===== src/rtl/serial_subtractor.sv =====
// Bit-serial unsigned subtractor: one difference bit per clock through a ripple-borrow flop.
// Define SERIAL_SUB_SATURATE_EN to clamp diff to zero whenever the final borrow is set.
module serial_subtractor #(
    parameter int WIDTH = 3
) (
    input  logic             iclk,
    input  logic             irst,
    input  logic             start,
    input  logic [WIDTH-1:0] a,
    input  logic [WIDTH-1:0] b,
    output logic             ready,
    output logic [WIDTH-1:0] diff,
    output logic             borrow,
    output logic             done
);

    localparam int CW = $clog2(WIDTH + 1);

    typedef enum logic [1:0] {
        IDLE,
        RUN,
        DONE
    } state_t;

    state_t           state;
    logic [WIDTH-1:0] areg;
    logic [WIDTH-1:0] breg;
    logic [WIDTH-1:0] res;
    logic [WIDTH-1:0] resShift;
    logic [CW-1:0]    cnt;
    logic             br;
    logic             d;
    logic             brNext;

    // One full-subtractor slice on the operand LSBs; the new bit enters the result from the top
    always_comb begin
        d        = areg[0] ^ breg[0] ^ br;
        brNext   = (~areg[0] & breg[0]) | (~(areg[0] ^ breg[0]) & br);
        resShift = res >> 1;
        resShift[WIDTH-1] = d;
    end

    assign ready = (state == IDLE);

    always_ff @(posedge iclk) begin
        if (irst) begin
            state  <= IDLE;
            areg   <= '0;
            breg   <= '0;
            res    <= '0;
            cnt    <= '0;
            br     <= 1'b0;
            diff   <= '0;
            borrow <= 1'b0;
            done   <= 1'b0;
        end else begin
            done <= 1'b0;
            case (state)
                IDLE: begin
                    if (start) begin
                        areg  <= a;
                        breg  <= b;
                        br    <= 1'b0;
                        cnt   <= '0;
                        state <= RUN;
                    end
                end
                RUN: begin
                    res  <= resShift;
                    areg <= areg >> 1;
                    breg <= breg >> 1;
                    br   <= brNext;
                    cnt  <= cnt + 1'b1;
                    if (cnt == CW'(WIDTH - 1)) begin
                        state <= DONE;
                    end
                end
                DONE: begin
`ifdef SERIAL_SUB_SATURATE_EN
                    diff <= br ? '0 : res;
`else
                    diff <= res;
`endif
                    borrow <= br;
                    done   <= 1'b1;
                    state  <= IDLE;
                end
                default: begin
                    state <= IDLE;
                end
            endcase
        end
    end

endmodule


===== config.mk =====
export PLATFORM = sky130hd
export DESIGN_NAME = serial_subtractor
export DESIGN_NICKNAME = d
export VERILOG_FILES = /design/src/rtl/serial_subtractor.sv
export SDC_FILE = /design/constraint.sdc
export NUM_CORES = 1
export LEC_CHECK = 0
export ABC_AREA = 0
export CAP_MARGIN = 10
export CORE_AREA = 5 5 42 44
export DETAILED_ROUTE_END_ITERATION = 8
export DIE_AREA = 0 0 47 49
export DONT_BUFFER_PORTS = 1
export GPL_ROUTABILITY_DRIVEN = 0
export PLACE_DENSITY = 0.72
export SYNTH_ARGS = -nofsm -noshare
export SYNTH_HDL_FRONTEND = slang
export SYNTH_SLANG_ARGS = --single-unit

===== constraint.sdc =====
create_clock -name iclk -period 1.6 [get_ports iclk]
set_input_delay 0.16 -clock iclk [delete_from_list [all_inputs] [get_ports iclk]]
set_output_delay 0.16 -clock iclk [all_outputs]
set_load 0.1 [all_outputs]

======== Word level (Yosys, flattened, before mapping) ========
Index checks and enable logic that the tools add are counted.
operators by class
  add/sub/neg operators ................... 1
  equality and inequality tests ........... 5
  mux-type cells .......................... 12
  bitwise gates (word level) .............. 7
  reductions and logical operators ........ 4
operator list
  kind                                                                   number
  3-bit one-hot mux with 2 select lines                                  2
  2-bit one-hot mux with 2 select lines                                  2
  2-bit two-way mux                                                      3
  3-bit two-way mux                                                      2
  2-bit equality test, second input constant                             2
  2-bit inequality test, second input constant                           2
  2-bit AND reduction                                                    2
  2-bit by 1-bit adder with 2-bit output, second input constant          1
  1-bit AND                                                              2
  2-bit by 1-bit equality test with 1-bit output, second input constant  1
  2-bit logical NOT                                                      1
  1-bit two-way mux                                                      2
  1-bit NOT                                                              2
  1-bit one-hot mux with 2 select lines                                  1
  2-bit nonzero test                                                     1
  1-bit bitwise XOR                                                      2
  1-bit bitwise OR                                                       1
storage, ports and cells
  flip-flop bits (word level) ............. 19
  bits of input ports ..................... 9
  output and inout bits ................... 6
  word-level logic and storage cells ...... 38

======== Depth between registers and ports, before layout ========
Gate-level depths: netlist of the first run.
  word-level depth ........................ 5
  gate-level depth with buffers ........... 5
  depth with buffers taken out ............ 5

======== Least setup slack after synthesis of the first run ========
No wires, ideal clock.
  path kind ............................... reg-to-reg
  start point ............................. register state[1]
  end point ............................... register areg[0]
  setup time .............................. 0.119 ns
  arrival ................................. 2.292 ns
  data required time ...................... 1.481 ns
  path slack .............................. -0.810 ns
  stages on the path, launching flop included .. 4
  buffers on the path ..................... 0
  clock period less this slack ............ 2.410 ns
  cells stage by stage .................... dfxtp_1 nor2_1 nand2_1 o221a_2
on the way
  cells in the longest elaborated chain, start to end .. 3
  elaborated cells between the ends (all ways) .. 6
  those cells by class .................... 2 x eq/ne; 1 x mux; 3 x reduce/logical
RTL lines
  item                                                                   RTL line  source
  start: declaration                                                     25        state_t state;
  start signal: assignment                                               47        state <= IDLE;
  start signal: assignment                                               65        state <= RUN;
  start signal: assignment                                               75        state <= DONE;
  2-bit logical NOT (*)                                                  -
  named net ready                                                        11        output logic ready,
  2-bit inequality test (no line) or 2-bit nonzero test (tied branches)  -
  2-bit AND reduction (no line)                                          -
  end signal: assignment                                                 70        areg <= areg >> 1;
  end: declaration                                                       26        logic [WIDTH-1:0] areg;
The timed path passes the listed nets; every way through them passes the cells marked *.
A chain may end at the register's enable or synchronous reset.

======== Worst setup path in the final report of the first run ========
  start point ............................. register state[1]
  end point ............................... output port ready
on the way
  cells in the longest elaborated chain, start to end .. 1
RTL lines
  item               RTL line  source
  2-bit logical NOT  43        assign ready = (state == IDLE);
  end: declaration   11
Every way passes these cells.

==> metrics.cfg, run 1 <==
[drt]
via_per_inst = 5.233
vias = 539
drt_iter0_drc = 4
drt_first_pass_iters = 4
routed_wl_mm = 1.302
ant_nets = 0
drc_errors = 0
wl_per_cell_um = 12.64

[hold_path]
min_delay_worst_endpoint = areg[1]
min_from = irst
holdPathStages = 2
min_path_type = input port to flop

[die]
dieArea_sq_um = 2303
ioPinCount = 15
rows = 14
initial_core_util_pct = 53.48
dieWidth_um = 47
core_sq_um = 1401
die_h_um = 49

[grt]
grt_pass1_wl_mm = 2.214
antenna_found_initial = 0
grt_max_degree = 16
grtUsageTotal_pct = 13.00
overflow = 0
grt_pass1_vias = 529

[sta]
hold_violations = 0
rsz0062_at_grt = no
tns_ns = 0
drv_slew = 0
fmax_mhz = 769.8
min_period_ns = 1.299
slew_headroom_pct = 61.77
finClkSkew_ns = 0.007645
timing.final.crit_share_pct = 81.18
finalSetupViolCount = 0
tightest_slew_ns = 0.5716

[synth]
synth-async-reset-ratio_pct = 0
synth_top_area_share_pct = 50.75
synthMostInstantiatedCell = dfxtp_1
synth_edf_count = 0
netlist_area_sq_um = 749.5
seq_area_frac_synth_pct = 50.75
synth.area.top_cells = dfxtp_1, mux2i_1, nor2_1
postSynthCellCount = 78
synth_ff_type = dfxtp_1
yosysTopAreaCell = dfxtp_1
syn_area_per_cell_sq_um = 9.609
synth_nets = 89
ys_types = 20
ys_ff_latch = 19
yosysWarnings = 0
ys_top_cells_by_count = dfxtp_1, nor2_1, inv_1

[worst_setup_path]
rr_endpoint = res[2]
path_max_fanout = 7
crit_arrival_ns = 1.14
end_kind = primary output
required_ns = 1.44
crit_type = flop to primary output
start_kind = flop
slowest_stage = dfxtp_1
r2r_start = state[0]
critPathMaxStageDelay_ns = 0.39
ff2ff_path_depth = 4
r2r_setup_slack_ns = 0.34
crit_chain = nor2_4 -> buf_4

[power_and_ir_drop]
vdd_ir_drop_max_v = 0.0005073
power_density_nw_per_um2 = 995.8
leakagePower_uw = 0.0003735

[clock_tree]
cts_buffers = 3
cts-root-buf = clkbuf_4
htree_levels = 1
ctsLongestPathBuffers = 2
clock_sinks = 19
cts_tree = built
clk_pin_slew_ns = 0.11
post_cts_buffers = 0
clk_latency_ns = 0.29

[finish]
fin_util_pct = 61.07
final_nets = 99
num_antenna_cells = 0
nFillCells = 130
synthToLayoutAreaGrowth_pct = 14.19
drive_gt1_share_pct = 19.54

[run_status]
status = finished clean

[placed_design]
dp_hpwl_um = 956
port_buffers = 0

[job]
drv_cap = 0

-- sequential cells by signal (all words and copies together), names as in the netlist --
register and count:
areg 3, borrow 1, br 1, breg 3, cnt 2, diff 3
done 1, res 3, state 2
-- critical path, delay by kind of cell, from the launching register on --
family	cells	cell delay, ns
buffers and inverters	1	0.30
DFF	1	0.39
and+or+nand+nor	1	0.16
-- cell type report --
| class | instances | area [sq um] | area share (%) |
|---|---|---|---|
| timing repair buffer | 9 | 72.57 | 8.480 |
| clock buffer | 3 | 22.52 | 2.632 |
| clock inverter | 1 | 5.005 | 0.5848 |
| inverter | 7 | 26.28 | 3.070 |
| multi-input combinational | 48 | 329.1 | 38.45 |
| tap | 16 | 20.02 | 2.339 |
| sequential | 19 | 380.4 | 44.44 |
-- worst max path at each step --
stage / start / to / slack [ns] / depth (start not counted)
CTS: state[1] / ready / 0.29 / 2
detailed placement: state[0] / res[2] / 0.34 / 4
floorplan: state[1] / areg[0] / 0.13 / 3
global placement: state[0] / areg[0] / 0.39 / 4
global route: state[1] / ready / 0.22 / 2
finish: state[1] / ready / 0.30 / 2
-- kinds of logic after synthesis --
group                      Yosys count  share of synthesized area (%)
AOI/OAI and AO/OA                   16                          17.20
and+or+nand+nor                     24                          13.36
DFF                                 19                          50.75
buffers and inverters               11                          6.344
muxes                                6                          8.014
adders and majority gates            2                          4.340
-- report_power, final --
part | internal (uW) | switching [uW]
Combinational | 45.6 | 62.7
Sequential | 495 | 16.9
Clock | 93.0 | 139
-- metal layers --
metal | vias to the layer above | share of wire [%] | GRT usage [%]
met4 | 0 | 1.1 | 6.912
met1 | 245 | 49 | 16.48
met5 | - | 0 | 0
met2 | 8 | 45 | 19.00
li1 | 284 | - | -
met3 | 2 | 4.8 | 4.059
-- cells in the final DEF (no fill, tap or decap), drive strengths merged --
cell / instances
fa: 1
dlygate4sd3: 2
inv: 7
nand2: 5
o21bai: 1
dfxtp: 19
a21oi: 6
nor2b: 1
a211oi: 1
ha: 1
buf: 7
a2bb2oi: 1
clkinv: 1
o221a: 4
nand2b: 2
clkbuf: 3
nor2: 14
a22oi: 1
mux2i: 6
nor3: 2
a32oi: 2
-- through the flow --
stage | hold WS, ns | instance area (sq um) | power, uW | setup WS [ns] | cells
2_1_floorplan | 0.3258 | 757.0 | 607.1 | 0.1255 | 78
3_3_place_gp | 0.2271 | 808.3 | 616.5 | 0.3939 | 97
3_5_place_dp | 0.2282 | 808.3 | 622.0 | 0.3362 | 97
4_1_cts | 0.01342 | 845.8 | 864.3 | 0.2851 | 102
5_1_grt | 0.001912 | 855.8 | 905.9 | 0.2195 | 103
6_report | 0.02811 | 855.8 | 852.3 | 0.3010 | 103
-- repair_timing --
item / 4_1_cts / 5_1_grt
resized for setup: 0 / 0
hold buffers: 1 / 1
hold endpoints to repair: 15 / 1
Note: power is estimated with default switching activity, not from simulation.
==> run 2, diff against run 1 <==
Settings changed: CORE_AREA 5 5 42 44 to unset, CORE_MARGIN set to 5, CORE_UTILIZATION set to 57, DIE_AREA 0 0 47 49 to unset.
Clock period 1.6 ns to 1.3 ns, I/O delays scaled along.
==> metrics.cfg, run 2 (synthesized netlist as in run 1, its figures left out) <==
[finish]
final_cell_mix = dfxtp_1, nor2_1, inv_1, dlygate4sd3_1
nFillCells = 97  ; -25%
num_antenna_cells = 0  ; unchanged
final_common_cell = dfxtp_1
drive_gt1_share_pct = 20.65  ; +1.1 points
final_nets = 104  ; +5.1%
synthToLayoutAreaGrowth_pct = 21.70

[sta]
drv_slew = 0  ; unchanged
rsz0062_at_grt = no
fin_hold_ws_ns = 0.01018  ; -0.01793 ns
tightest_slew_ns = 0.6516  ; +0.08002 ns
slew_headroom_pct = 56.42  ; -5.4 points
finalSetupViolCount = 0  ; unchanged
min_period_ns = 1.226
hold_violations = 0  ; unchanged
timing.final.crit_share_pct = 94.27
fin_ws_ns = 0.07446  ; -0.2266 ns
fmax_mhz = 816.0
finClkSkew_ns = 0.008490  ; +0.0008447 ns
tns_ns = 0  ; unchanged

[grt]
grt_pass1_wl_mm = 2.208  ; -0.27%
antenna_found_initial = 0  ; unchanged
grt_pass1_vias = 515  ; -2.6%
grtUsageTotal_pct = 14.68  ; +1.7 points
overflow = 0  ; unchanged
grt_max_degree = 20  ; +4

[power_and_ir_drop]
leakagePower_uw = 0.0003957  ; +6.0%
seqPwrFrac_pct = 58.3  ; -1.8 points
comb_power_share_pct = 14.0  ; +1.3 points
switchingPower_uw = 287.9  ; +32%
pwr-share-clk_pct = 27.8  ; +0.6 points
power_density_nw_per_um2 = 1185  ; +19%
intPower_uw = 792.9  ; +25%
p_total_uw = 1081  ; +27%
vdd_ir_drop_max_v = 0.0006284  ; +24%
swShare_pct = 26.64  ; +0.96 points

[drt]
drc_errors = 0  ; unchanged
drt_iter0_drc = 8  ; +4
vias = 578  ; +7.2%
ant_nets = 0  ; unchanged
drt_first_pass_iters = 4  ; unchanged
via_per_inst = 5.402  ; +3.2%
wl_per_cell_um = 13.68  ; +8.2%
routed_wl_mm = 1.464  ; +12%

[clock_tree]
clock_sinks = 19  ; unchanged
cts-root-buf = clkbuf_4
htree_levels = 1  ; unchanged
ctsLongestPathBuffers = 2  ; unchanged
post_cts_buffers = 0  ; unchanged
cts_buffers = 3  ; unchanged
clk_pin_slew_ns = 0.11  ; about the same
cts_tree = built
clk_latency_ns = 0.30  ; about the same

[placed_design]
place_worst_setup_slack_ns = 0.1635  ; -0.1727 ns
port_buffers = 0  ; unchanged
dp_hpwl_um = 906.4  ; -5.2%

[worst_setup_path]
crit_type = flop to primary output
path_max_fanout = 7  ; unchanged
start_kind = flop
crit_arrival_ns = 1.10  ; -0.04 ns
ff2ff_path_depth = 4  ; unchanged
end_kind = primary output
required_ns = 1.17  ; -0.27 ns

[die]
dieWidth_um = 46.26  ; -1.6%
initial_core_util_pct = 59.07  ; +5.6 points
ioPinCount = 15  ; unchanged
rows = 13  ; -1
die_h_um = 46.26  ; -5.6%
dieArea_sq_um = 2140  ; -7.1%
core_sq_um = 1269  ; -9.5%

[hold_path]
holdPathStages = 2  ; unchanged
min_path_type = input port to flop

[run_status]
status = finished clean

[job]
drv_cap = 0  ; unchanged

run 2: worst max-delay path, stage by stage (launching register included):
cell and delay, ns:
dfxtp_1 0.39, nor2_4 0.16, buf_6 0.24
run 2: what timing repair did:
item,in CTS,in global routing
hold endpoints to repair,19,2
resized for setup,0,1
hold buffers,5,2
endpoints found under the setup margin,0,1
run 2: power by group through the flow:
| stage | logic [uW] | clock network, uW | registers, uW |
|---|---|---|---|
| global placement | 120 | 0 | 642 |
| global route | 164 | 333 | 634 |
| CTS | 142 | 304 | 630 |
| detailed placement | 122 | 0 | 643 |
| floorplan | 110 | 0 | 640 |
| finish | 151 | 300 | 630 |
run 2: final cells by class:
class                      count  area [sq um]  area share (%)
clock buffer                   3         22.52           2.469
clock inverter                 1         5.005          0.5487
inverter                       7         26.28           2.881
multi-input combinational     48         331.6           36.35
sequential                    19         381.6           41.84
tap                           15         18.77           2.058
timing repair buffer          14         126.4           13.85
run 2: final timing paths:
check	slack [ns]	from	to
max	0.07	state[1]	ready
min	0.01	start	breg[2]
max reg2reg	0.10	state[1]	areg[0]
min reg2reg	0.47	res[0]	res[0]
run 2: layer usage:
metal	share of wire, %	up-vias	routed length [um]	GRT usage (%)
li1	-	295	-	-
met1	42	264	620	18.48
met5	0	-	0	0
met3	4.8	6	71	3.906
met2	50	13	730	21.43
met4	2.8	0	41	10.23
run 2: through the flow:
stage,cell area (sq um),utilization (%),instances
5_1_grt,912.1,71.89,107
6_report,912.1,71.89,107
4_1_cts,888.4,70.02,105
3_3_place_gp,810.8,63.91,96
2_1_floorplan,760.7,-,78
3_5_place_dp,810.8,63.91,96
